--- config.mk ---
export PLATFORM = sky130hd
export DESIGN_NAME = execute_stage
export DESIGN_NICKNAME = d
export VERILOG_FILES = /design/src/rtl/execute_stage.sv
export SDC_FILE = /design/constraint.sdc
export NUM_CORES = 1
export LEC_CHECK = 0
export CORE_MARGIN = 3
export CORE_UTILIZATION = 42
export CTS_BUF_LIST = sky130_fd_sc_hd__clkbuf_4 sky130_fd_sc_hd__clkbuf_8 sky130_fd_sc_hd__clkbuf_16
export DETAILED_ROUTE_END_ITERATION = 8
export GPL_TIMING_DRIVEN = 0
export PLACE_DENSITY_LB_ADDON = 0.05
export SLEW_MARGIN = 20
export SYNTH_ARGS = -nofsm -noshare
export SYNTH_HDL_FRONTEND = slang
export SYNTH_SLANG_ARGS = --single-unit
--- constraint.sdc ---
create_clock -name clk -period 2.87 [get_ports clk]
set_input_delay 0.4305 -clock clk [delete_from_list [all_inputs] [get_ports clk]]
set_output_delay 0.4305 -clock clk [all_outputs]
set_load 0.1 [all_outputs]
--- src/rtl/execute_stage.sv ---
// Execute stage: single-cycle ALU plus an optional 16-step shift-add multiplier.
// The multiplier is built only when EXECUTE_STAGE_MUL_EN is defined.
module execute_stage (
    input  logic        clk,
    input  logic        reset,
    input  logic        valid_id,
    input  logic [3:0]  control_id,
    input  logic [15:0] operand_a_id,
    input  logic [15:0] operand_b_id,
    input  logic [15:0] reg_data_id,
    input  logic [4:0]  dest_reg_index_id,
    input  logic        dest_reg_write_en_id,
    input  logic        flush_ex,
    output logic        stall_ex,
    output logic [3:0]  control_ex,
    output logic [15:0] result_ex,
    output logic [15:0] reg_data_ex,
    output logic [4:0]  dest_reg_index_ex,
    output logic        dest_reg_write_en_ex
);

    localparam logic [3:0] OpAdd   = 4'b0000;
    localparam logic [3:0] OpSub   = 4'b0001;
    localparam logic [3:0] OpAnd   = 4'b0010;
    localparam logic [3:0] OpOr    = 4'b0011;
    localparam logic [3:0] OpXor   = 4'b0100;
    localparam logic [3:0] OpNot   = 4'b0101;
    localparam logic [3:0] OpSll   = 4'b0110;
    localparam logic [3:0] OpSrl   = 4'b0111;
    localparam logic [3:0] OpMul   = 4'b1000;
    localparam logic [3:0] OpLoad  = 4'b1100;
    localparam logic [3:0] OpStore = 4'b1110;
    localparam logic [3:0] OpNop   = 4'b1111;

    logic [3:0]  control_q, control_d;
    logic [15:0] result_q, result_d;
    logic [15:0] reg_data_q, reg_data_d;
    logic [4:0]  dest_idx_q, dest_idx_d;
    logic        dest_we_q, dest_we_d;

    logic [15:0] alu_result;
    logic        exec_we;
    logic        accept;

    always_comb begin
        alu_result = '0;
        case (control_id)
            OpAdd:   alu_result = operand_a_id + operand_b_id;
            OpSub:   alu_result = operand_a_id - operand_b_id;
            OpAnd:   alu_result = operand_a_id & operand_b_id;
            OpOr:    alu_result = operand_a_id | operand_b_id;
            OpXor:   alu_result = operand_a_id ^ operand_b_id;
            OpNot:   alu_result = ~operand_a_id;
            OpSll:   alu_result = operand_a_id << operand_b_id[3:0];
            OpSrl:   alu_result = operand_a_id >> operand_b_id[3:0];
            OpLoad:  alu_result = operand_a_id + operand_b_id;
            OpStore: alu_result = operand_a_id + operand_b_id;
            default: alu_result = '0;
        endcase
    end

    assign exec_we = (control_id == OpStore || control_id == OpNop) ? 1'b0 : dest_reg_write_en_id;

`ifdef EXECUTE_STAGE_MUL_EN
    localparam logic [0:0] StIdle = 1'b0;
    localparam logic [0:0] StBusy = 1'b1;

    logic [0:0]  state_q, state_d;
    logic [3:0]  step_q, step_d;
    logic [15:0] mul_a_q, mul_a_d;
    logic [15:0] mul_b_q, mul_b_d;
    logic [15:0] prod_q, prod_d;
    logic [15:0] mul_reg_data_q, mul_reg_data_d;
    logic [4:0]  mul_dest_idx_q, mul_dest_idx_d;
    logic        mul_dest_we_q, mul_dest_we_d;
    logic [15:0] prod_next;

    // One shift-add step per cycle, bit step_q of the multiplier.
    assign prod_next = prod_q + (mul_b_q[step_q] ? (mul_a_q << step_q) : 16'h0000);
    assign stall_ex  = (state_q == StBusy);
    assign accept    = valid_id && !flush_ex && !stall_ex;

    always_comb begin
        control_d      = control_q;
        result_d       = result_q;
        reg_data_d     = reg_data_q;
        dest_idx_d     = dest_idx_q;
        dest_we_d      = dest_we_q;
        state_d        = state_q;
        step_d         = step_q;
        mul_a_d        = mul_a_q;
        mul_b_d        = mul_b_q;
        prod_d         = prod_q;
        mul_reg_data_d = mul_reg_data_q;
        mul_dest_idx_d = mul_dest_idx_q;
        mul_dest_we_d  = mul_dest_we_q;

        if (state_q == StBusy) begin
            if (flush_ex) begin
                state_d   = StIdle;
                step_d    = '0;
                control_d = OpNop;
                result_d  = '0;
                dest_we_d = 1'b0;
            end else if (step_q == 4'hF) begin
                state_d    = StIdle;
                step_d     = '0;
                prod_d     = prod_next;
                control_d  = OpMul;
                result_d   = prod_next;
                reg_data_d = mul_reg_data_q;
                dest_idx_d = mul_dest_idx_q;
                dest_we_d  = mul_dest_we_q;
            end else begin
                step_d    = step_q + 4'd1;
                prod_d    = prod_next;
                control_d = OpNop;
                result_d  = '0;
                dest_we_d = 1'b0;
            end
        end else if (accept && control_id == OpMul) begin
            state_d        = StBusy;
            step_d         = '0;
            prod_d         = '0;
            mul_a_d        = operand_a_id;
            mul_b_d        = operand_b_id;
            mul_reg_data_d = reg_data_id;
            mul_dest_idx_d = dest_reg_index_id;
            mul_dest_we_d  = dest_reg_write_en_id;
            control_d      = OpNop;
            result_d       = '0;
            dest_we_d      = 1'b0;
        end else if (accept) begin
            control_d  = control_id;
            result_d   = alu_result;
            reg_data_d = reg_data_id;
            dest_idx_d = dest_reg_index_id;
            dest_we_d  = exec_we;
        end else begin
            control_d = OpNop;
            result_d  = '0;
            dest_we_d = 1'b0;
        end
    end

    always_ff @(posedge clk or posedge reset) begin
        if (reset) begin
            state_q        <= StIdle;
            step_q         <= '0;
            mul_a_q        <= '0;
            mul_b_q        <= '0;
            prod_q         <= '0;
            mul_reg_data_q <= '0;
            mul_dest_idx_q <= '0;
            mul_dest_we_q  <= 1'b0;
        end else begin
            state_q        <= state_d;
            step_q         <= step_d;
            mul_a_q        <= mul_a_d;
            mul_b_q        <= mul_b_d;
            prod_q         <= prod_d;
            mul_reg_data_q <= mul_reg_data_d;
            mul_dest_idx_q <= mul_dest_idx_d;
            mul_dest_we_q  <= mul_dest_we_d;
        end
    end
`else
    assign stall_ex = 1'b0;
    assign accept   = valid_id && !flush_ex;

    // MUL without the multiplier retires as a bubble.
    always_comb begin
        control_d  = control_q;
        result_d   = result_q;
        reg_data_d = reg_data_q;
        dest_idx_d = dest_idx_q;
        dest_we_d  = dest_we_q;
        if (accept && control_id != OpMul) begin
            control_d  = control_id;
            result_d   = alu_result;
            reg_data_d = reg_data_id;
            dest_idx_d = dest_reg_index_id;
            dest_we_d  = exec_we;
        end else begin
            control_d = OpNop;
            result_d  = '0;
            dest_we_d = 1'b0;
        end
    end
`endif

    always_ff @(posedge clk or posedge reset) begin
        if (reset) begin
            control_q  <= OpNop;
            result_q   <= '0;
            reg_data_q <= '0;
            dest_idx_q <= '0;
            dest_we_q  <= 1'b0;
        end else begin
            control_q  <= control_d;
            result_q   <= result_d;
            reg_data_q <= reg_data_d;
            dest_idx_q <= dest_idx_d;
            dest_we_q  <= dest_we_d;
        end
    end

    assign control_ex           = control_q;
    assign result_ex            = result_q;
    assign reg_data_ex          = reg_data_q;
    assign dest_reg_index_ex    = dest_idx_q;
    assign dest_reg_write_en_ex = dest_we_q;

endmodule

==> impl_metrics.toml <==
[synth]
ys.warnings.count = 0
ys_seq_elements = 42
async_flop_share_pct = 100
synth_top_area_cell = "dfrtp_1"
netlist_top_cells_count = "nor2_1 (57), ha_1 (52), a21oi_1 (43)"
synth_nets = 685
synth_top_cell_area_share_pct = 19.4
synth_edf_count = 0
synth_area_per_cell_sq_um = 8.60
synth_cell_types = 61
synth_most_common_cell = "nor2_1"
syn-cell-area_sq_um = 4900
synth_cells = 570
synth_ff_type = "dfrtp_1"
ys_seq_area_share_pct = 21.5
synthTopCellsByArea = "dfrtp_1 (19%), ha_1 (13%), mux4_2 (6.4%)"

[placement]
portBuffers = 102
dp_hpwl_um = 13600
placed_area_sq_um = 6250
routabilityCongestion = 0.957
dp.cells = 813

[sta]
setup_slack_ns = -0.0489
rsz0062_at_grt = "yes"
setup_viol = 3
slew_headroom_pct = 33.2
worst_slew_pin_slew_ns = 0.999
slew_violations = 0
hold_viol = 0
finalCritPeriodShare_pct = 102
max_freq_ghz = 0.343
skew_ns = 0
final.min_clock_period_ns = 2.92

[setup_path]
r2r_slack_ns = 2.11
rr_worst_depth = 1
worstSetupStartpointType = "input port"
crit_slowest_cell = "or3_4"
reg2reg_to = "reg_data_ex[13]$_DFFE_PP0P_"
setup.worst_path.class = "input port to register"
crit_chain = "buf_8 > or3_4 > a21o_4 > buf_4 > nand2_2 > xnor2_2 > ha_1 > nand4_1 > a21oi_2 > o211ai_1 > o21ai_1 > mux2i_2 > o21ai_1"
crit_top_cell = "o21ai_1"
cp.arrival_ns = 3.07
critPathRequiredTime_ns = 3.02
slowest_delay_ns = 0.40
r2r_start = "reg_data_ex[13]$_DFFE_PP0P_"
cp-end-kind = "register"
cp_max_fo = 5

[drt]
first_pass_iters = 7
routedWlPerCell_um = 20.6
postRouteAntennaNets = 0
wirelength_um = 17500
drt_iter0_markers = 469
vias = 5099
viasPerCell = 5.98
drc_errors = 0

[global_route]
grt_max_degree = 23
antenna_found_initial = 0
grt_pass1_wl_um = 27100
grt_pass1_vias = 5084
grt_usage_pct = 26.3
overflow = 0

[clock_tree]
clock_latency_ns = 0.27
cts.htree.levels = 2
cts.reportedPaths.clkPinSlew_ns = 0.06
clock-sinks = 42
clock_path_buffers = 2
cts_made_buffers = 5
clockRootBuffer = "clkbuf_16"
cts_hold_buf = 0
cts_tree = "done"

[die]
dieArea_sq_um = 13000
die_y_um = 114
core_area_sq_um = 11100
fp-row-count = 38
io_pins = 105
start_util_pct = 44.1
die_x_um = 114

[cells_and_area]
drive_gt1_share_pct = 25.4
fin_util_pct = 61.9
instances_no_fill = 852
finalNetCount = 826
area_delta_synth_final_pct = 40.5
antenna_cells = 0
fin_area_sq_um = 6890

[pwr]
powerDensity_nw_per_um2 = 416
p_seq_share_pct = 23.6
ir_worst_vdd_mv = 0.454
clkPwrFrac_pct = 18.8
p_sw_mw = 1.29
switching_share_pct = 45.1
p_int_mw = 1.57
p_comb_share_pct = 57.6
leakage_nw = 2.94

[run_status]
outcome = "complete, but fails checks"
violations = "negative setup slack"

[hold_path]
hp-class = "input port to async pin"

[job]
cap_viol_max_count = 0
## what timing repair did
action,CTS,global route
pin swaps,30,34
endpoints found under the setup margin,15,11
gates resized for setup,77,54
setup buffers,21,13
## worst max-delay path by stage
stage | start | to | slack, ns | depth (start not counted)
detailed placement | control_id[2] | result_ex[12]$_DFF_PP0_ | -1.34 | 13
finish | control_id[1] | result_ex[12]$_DFF_PP0_ | -0.05 | 13
CTS | control_id[3] | result_ex[14]$_DFF_PP0_ | -0.13 | 13
floorplan | control_id[3] | result_ex[14]$_DFF_PP0_ | -0.07 | 12
global route | control_id[1] | result_ex[14]$_DFF_PP0_ | -0.11 | 12
global placement | control_id[2] | result_ex[12]$_DFF_PP0_ | -1.28 | 13
## cell families (layout without fill, tap and decap cells)
logic type | after synthesis | after routing | share of synthesized area [%]
buffers and inverters | 73 | 215 | 6.35
AND/OR/NAND/NOR | 157 | 157 | 15.3
AO/OA/AOI/OAI | 157 | 157 | 21.7
flip-flops | 42 | 42 | 21.5
XOR/XNOR | 26 | 26 | 4.65
other | 1 | 1 | 0.0765
multiplexers | 61 | 61 | 16.7
adder cells (fa/ha/maj) | 53 | 53 | 13.7
## flip-flops by register name, summed over array words and instances (netlist names)
signal                flops
reg_data_ex              16
result_ex                16
dest_reg_index_ex         5
control_ex                4
dest_reg_write_en_ex      1
## layer usage
metal | part of all wire [%] | vias to the layer above | wire, um | global-route usage (%)
li1 | - | 2371 | - | -
met1 | 41 | 2421 | 7240 | 35.5
met2 | 46 | 275 | 8130 | 43.2
met3 | 10 | 32 | 1750 | 4.67
met4 | 2.3 | 0 | 407 | 7.36
met5 | 0 | - | 0 | 0
## power by group through the flow
stage,clock [mW],combinational [mW],sequential (mW)
finish,0.539,1.65,0.676
floorplan,0,0.602,1.12
global route,0.574,1.74,0.685
global placement,0,1.47,0.683
CTS,0.554,1.57,0.677
detailed placement,0,1.48,0.688
## final cells by class
type | count | area, sq um
clock inverter | 2 | 13.8
multi-input combinational | 455 | 3850
clock buffer | 6 | 133
tap | 140 | 175
buffer | 28 | 200
sequential | 42 | 1060
fill | 945 | 4240
inverter | 42 | 160
timing repair buffer | 137 | 1290
## cells in the final DEF (no fill, tap or decap), types with 6 or more instances in the layout
master           count
clkdlybuf4s50_1     88
nor2_1              51
ha_1                48
nand2_1             38
dfrtp_1             38
buf_4               37
inv_1               36
a21oi_1             33
mux2_2              27
xnor2_1             19
mux2i_1             19
mux4_2              14
nor3_1              14
a211oi_1            13
a31oi_1             11
clkbuf_1            10
nand2b_1            10
o21ai_0             10
a21o_1               8
o211ai_1             8
buf_2                7
buf_6                7
a21oi_2              7
a221oi_1             7
o22ai_1              6
o221ai_1             6
## critical path, delay by kind of cell
family / cells / cell delay (ns)
AOI/OAI and AO/OA: 5 / 1.00
muxes: 1 / 0.32
xor gates and xnor gates: 1 / 0.08
adders and majority gates: 1 / 0.33
buffers and inverters: 2 / 0.28
and+or+nand+nor: 3 / 0.61
## metrics by stage
stage / setup TNS (ns) / hold WS [ns] / setup slack, ns / total power [mW]
CTS: -0.648 / 0.507 / -0.127 / 2.80
floorplan: -0.0656 / 0.582 / -0.0656 / 1.73
finish: -0.133 / 0.492 / -0.0489 / 2.86
detailed placement: -19.41 / 0.495 / -1.34 / 2.17
global route: -0.570 / 0.523 / -0.115 / 3.00
global placement: -17.92 / 0.488 / -1.28 / 2.15
No activity file was read; power rests on OpenSTA's default activity.
==> RTL edit 1, RTL diff (same settings) <==
Take the reset off `result_q` and `reg_data_q` and load them in a clocked block of their own.
--- a/src/rtl/execute_stage.sv
+++ b/src/rtl/execute_stage.sv
@@ -193,15 +193,16 @@
         if (reset) begin
             control_q  <= OpNop;
-            result_q   <= '0;
-            reg_data_q <= '0;
             dest_idx_q <= '0;
             dest_we_q  <= 1'b0;
         end else begin
             control_q  <= control_d;
-            result_q   <= result_d;
-            reg_data_q <= reg_data_d;
             dest_idx_q <= dest_idx_d;
             dest_we_q  <= dest_we_d;
         end
+    end
+
+    always_ff @(posedge clk) begin
+        result_q   <= result_d;
+        reg_data_q <= reg_data_d;
     end
 
Check against the original RTL: not equivalent (a bounded check fails within 4 cycles, from zero or initial values and one cycle with reset high).
==> RTL edit 1 against the unedited design <==
  * The run ends with DRC, setup timing left
  * Design area rose by 5.8%
  * Hold slack got worse by 0.069 ns
  * Sequential cell count unchanged
  * Area after synthesis down 0.74%
  * Setup slack worse by 0.078 ns
  * Total power is 4.0% higher
  * Wire length is 13% higher
  * Critical path type unchanged
  * Largest power group unchanged
==> RTL edit 1: results (changes against the unedited design) <==
nets - 842 (was 826)
Synthesis Warnings - 0 (unchanged)
Slew @ Worst Pin - 0.9906 ns (was 0.9987 ns)
switching pwr - 0.001185 W (was 0.001290 W)
syn_nets - 678 (was 685)
final setup margin - -0.1274 ns (was -0.04895 ns)
CP max stage delay - 0.51 ns (was 0.40 ns)
final setup vio count - 9 (was 3)
total negative slack - -0.6511 ns (was -0.1330 ns)
grt met2 use - 45.70% (was 43.21%)
layout clock buffer count - 5 (was 6)
pre-CTS WS - -1.213 ns (was -1.344 ns)
non-clk buf share - 25.21% (was 21.71%)
GRT Total Usage - 29.25% (was 26.27%)
GR Util met1 - 38.03% (was 35.55%)
area of the multi-input gates - 3861 µm² (was 3855 µm²)
Synth top cells by count - 51 x ha_1, 50 x nor2_1, 43 x a21oi_1 (was 57 x nor2_1, 52 x ha_1, 43 x a21oi_1)
maximum VDD drop - 0.0004273 V (was 0.0004539 V)
EDFF count, synth - 16 (was 0)
non-clock buffer count - 194 (was 165)
failing checks - DRC, setup timing (was setup timing)
hpwl dp - 14.59 mm (was 13.64 mm)
top_reg_cell synth - edfxtp_1 (was dfrtp_1)
FFs w/ async S/R, synth - 23.81% (was 100.0%)
Clock transition at path regs - 0.07 ns
worst skew pair latency - 0.27 ns (about the same)
status - finished, violations left (unchanged)
DR pass1 iterations - 9 (was 7)
DRC - 2 (was 0)
Worst R2R End - dest_reg_index_ex[0] (was reg_data_ex[13])
sequential-to-total area share from yosys stat - 21.70% (was 21.54%)
delay-heaviest family, CP - simple AND/OR/NAND/NOR gates (was compound AO/OA/AOI/OAI gates)
Synth area leaders - ha_1 13%, edfxtp_1 9.9%, dfxtp_1 6.6% (was dfrtp_1 19%, ha_1 13%, mux4_2 6.4%)
layout cells sized above 1 - 29.08% (was 25.42%)
largest net degree at the start of global routing - 20 (was 23)
worst-path maximum fanout - 4 (was 5)
sequential share of cell area - 14.49% (was 15.33%)
initial DRC count - 623 (was 469)
GPL Wtd Cong - 0.9660 (was 0.9569)
Fillers - 936 (was 945)
R2R Path Start - dest_reg_index_ex[0] (was reg_data_ex[13])
invs w/o clock - 40 (was 42)
Leak - 3.065 nW (was 2.945 nW)
Cell variety after synth - 81 (was 61)
DR WL/cell - 22.82 µm (was 20.57 µm)
global-route wire length before repair - 29.15 mm (was 27.10 mm)
Placed Instances - 807 (was 813)
clock network area share - 2.660% (was 2.125%)
met3 global-route usage - 6.154% (was 4.668%)
Multi-In Gates - 445 (was 455)
Avg Inst Size Synth - 8.628 µm² (was 8.600 µm²)
Seq cells - 42 (unchanged)
vias in the first global route - 5,069 (was 5,084)
Slowest-stage cell, CP - or4b_1 (was or3_4)
CP Data Arrival Time - 3.22 ns (was 3.07 ns)
vias - 5,262 (was 5,099)
final WL - 19.83 mm (was 17.53 mm)
## RTL edit 1: worst max path at each step
| stage | startpoint | end | slack [ns] |
|---|---|---|---|
| 6_report | control_id[2] | result_ex[13] | -0.13 |
| 5_1_grt | control_id[2] | result_ex[13] | -0.22 |
| 4_1_cts | control_id[2] | result_ex[13] | -0.12 |
| 3_5_place_dp | operand_b_id[2] | result_ex[14] | -1.21 |
| 3_3_place_gp | operand_b_id[2] | result_ex[14] | -1.19 |
| 2_1_floorplan | operand_b_id[0] | result_ex[14] | -0.11 |
## RTL edit 1: cell families after synthesis
family | share of synthesized area [%]
compound gates | 21.73
xor+xnor | 4.140
other cells | 0.07707
simple gates | 16.23
flops | 21.70
mux | 13.73
buf+inv | 8.871
fa+ha+maj | 13.53
## RTL edit 1: power by group through the flow
stage               Sequential, W  Combinational, W  Clock (W)
floorplan                0.000973          0.000583          0
global placement         0.000686           0.00124          0
detailed placement       0.000687           0.00126          0
CTS                      0.000675           0.00140   0.000743
global route             0.000681           0.00166   0.000761
finish                   0.000675           0.00158   0.000725
## RTL edit 1: timing repair
item                       CTS  global route
setup endpoints to repair   15            13
buffers inserted            32            27
resized for setup           72            63
pin swaps                   41            54
## RTL edit 1: routing by layer
| layer | vias to the layer above | wire, µm |
|---|---|---|
| li1 | 2414 | - |
| met1 | 2481 | 8025 |
| met2 | 298 | 8942 |
| met3 | 69 | 1884 |
| met4 | 0 | 982 |
| met5 | - | 0 |
## RTL edit 1: metrics by stage
stage          instance area [µm²]  power, W  hold WS [ns]
2_1_floorplan                 4979  0.001555        0.2678
3_3_place_gp                  6175  0.001930        0.4901
3_5_place_dp                  6198  0.001948        0.4948
4_1_cts                       6843  0.002818        0.4344
5_1_grt                       7289  0.003097        0.4655
6_report                      7289  0.002979        0.4224
==> RTL edit 2, RTL diff (same settings) <==
Made on the original files. Build with the macro `EXECUTE_STAGE_MUL_EN` defined.
--- a/src/rtl/execute_stage.sv
+++ b/src/rtl/execute_stage.sv
@@ -1,4 +1,6 @@
 // Execute stage: single-cycle ALU plus an optional 16-step shift-add multiplier.
 // The multiplier is built only when EXECUTE_STAGE_MUL_EN is defined.
+`define EXECUTE_STAGE_MUL_EN
+
 module execute_stage (
     input  logic        clk,
Behaviour: not the same (a bounded check fails within 4 cycles, from zero or initial values and one cycle with reset high).
==> RTL edit 2 against the unedited design <==
  * The run still ends with setup timing left
  * Sequential cell count increased by 75
  * Sequential share of layout area increased by 7.9 points
  * Hold slack got worse by 0.18 ns
  * Die area increased by 82%
  * Wire length increased by 84%
  * Setup slack got worse by 0.67 ns
  * Design area increased by 83%
  * Total power increased to 2.5 times the old value
  * Area after synthesis increased by 87%
  * Critical endpoint is now result_ex[15]
  * Highest routed layer unchanged
==> RTL edit 2: results (changes against the unedited design) <==
met3 global-route usage - 3.968% (was 4.668%)
Power Combinational - 0.00292 W (was 0.00165 W)
Slowest-stage cell, CP - mux4_2 (was or3_4)
met2 WL - 15.72 mm (was 8.126 mm)
largest net degree at the start of global routing - 34 (was 23)
layout cells sized above 1 - 21.05% (was 25.42%)
initial DRC count - 683 (was 469)
GPL Wtd Cong - 1.042 (was 0.9569)
GR Util met1 - 35.10% (was 35.55%)
final setup margin - -0.7164 ns (was -0.04895 ns)
Clk network pwr share - 31.0% (was 18.8%)
clock network area share - 4.861% (was 2.125%)
layout clock buffer count - 18 (was 6)
worst-path maximum fanout - 7 (was 5)
grt met2 use - 45.04% (was 43.21%)
final WL - 32.28 mm (was 17.53 mm)
hold crit path type - input pin to register (was input pin to async pin)
maximum VDD drop - 0.0003221 V (was 0.0004539 V)
Placed Area - 10,800 µm² (was 6247 µm²)
Multi-In Gates - 841 (was 455)
Met3 Wirelength - 1.606 mm (was 1.754 mm)
H-tree Lvls - 4 (was 2)
global-route wire length before repair - 49.98 mm (was 27.10 mm)
worst setup path endpoint - result_ex[15] (was result_ex[12])
sequential-to-total area share from yosys stat - 31.94% (was 21.54%)
Reg area - 2933 µm² (was 1056 µm²)
minimum hold slack - 0.3079 ns (was 0.4917 ns)
DRT met1 WL - 13.95 mm (was 7.238 mm)
CP Data Arrival Time - 3.89 ns (was 3.07 ns)
Slew @ Worst Pin - 1.193 ns (was 0.9987 ns)
nets - 1,360 (was 826)
GRT Total Usage - 26.85% (was 26.27%)
Synth Register Bits - 117 (was 42)
Synth area leaders - dfrtp_1 31%, ha_1 9.3%, mux2i_1 6.8% (was dfrtp_1 19%, ha_1 13%, mux4_2 6.4%)
Vias per Instance - 5.885 (was 5.985)
Synth top cells by count - 114 x nand2_1, 113 x dfrtp_1, 102 x nor2_1 (was 57 x nor2_1, 52 x ha_1, 43 x a21oi_1)
non-clock buffer count - 210 (was 165)
pwr/cell area - 568.1 nW/µm² (was 415.7 nW/µm²)
CP max stage delay - 0.57 ns (was 0.40 ns)
hpwl dp - 24.01 mm (was 13.64 mm)
worst skew pair latency - 0.42 ns (was 0.27 ns)
final setup vio count - 21 (was 3)
Setup Skew - 0.01110 ns (was 0 ns)
R2R Path Start - step_q[0] (was reg_data_ex[13])
status - finished, violations left (unchanged)
failing checks - setup timing (unchanged)
area of the multi-input gates - 6674 µm² (was 3855 µm²)
cts bufs inserted - 17 (was 5)
vias in the first global route - 8,979 (was 5,084)
## RTL edit 2: cell families (layout without fill, tap and decap cells)
family	after synthesis	count (layout)	synth area share, %
fa+ha+maj	70	70	9.702
xor+xnor	41	41	4.060
mux	105	105	13.46
buf+inv	105	282	4.565
simple gates	304	304	14.42
compound gates	321	321	21.86
flops	117	117	31.94
## RTL edit 2: what timing repair did
action | CTS | global route
endpoints found under the setup margin | 26 | 26
hold buffers | 0 | 0
pin swaps | 53 | 29
hold endpoints to repair | 0 | 0
resized for setup | 148 | 45
setup buffers | 37 | 5
## RTL edit 2: stage by stage
step	instances	total power, W	TNS (ns)
4_1_cts	1510	0.007032	-7.429
2_1_floorplan	1063	0.003709	-3.666
3_5_place_dp	1444	0.004408	-24.06
5_1_grt	1515	0.007477	-9.881
6_report	1515	0.007165	-7.568
3_3_place_gp	1440	0.004378	-45.12
## RTL edit 2: tightest hold or removal path, stage by stage
cell      delay (ns)
clkbuf_8        0.14
nor2_1          0.10
nor2_1          0.05
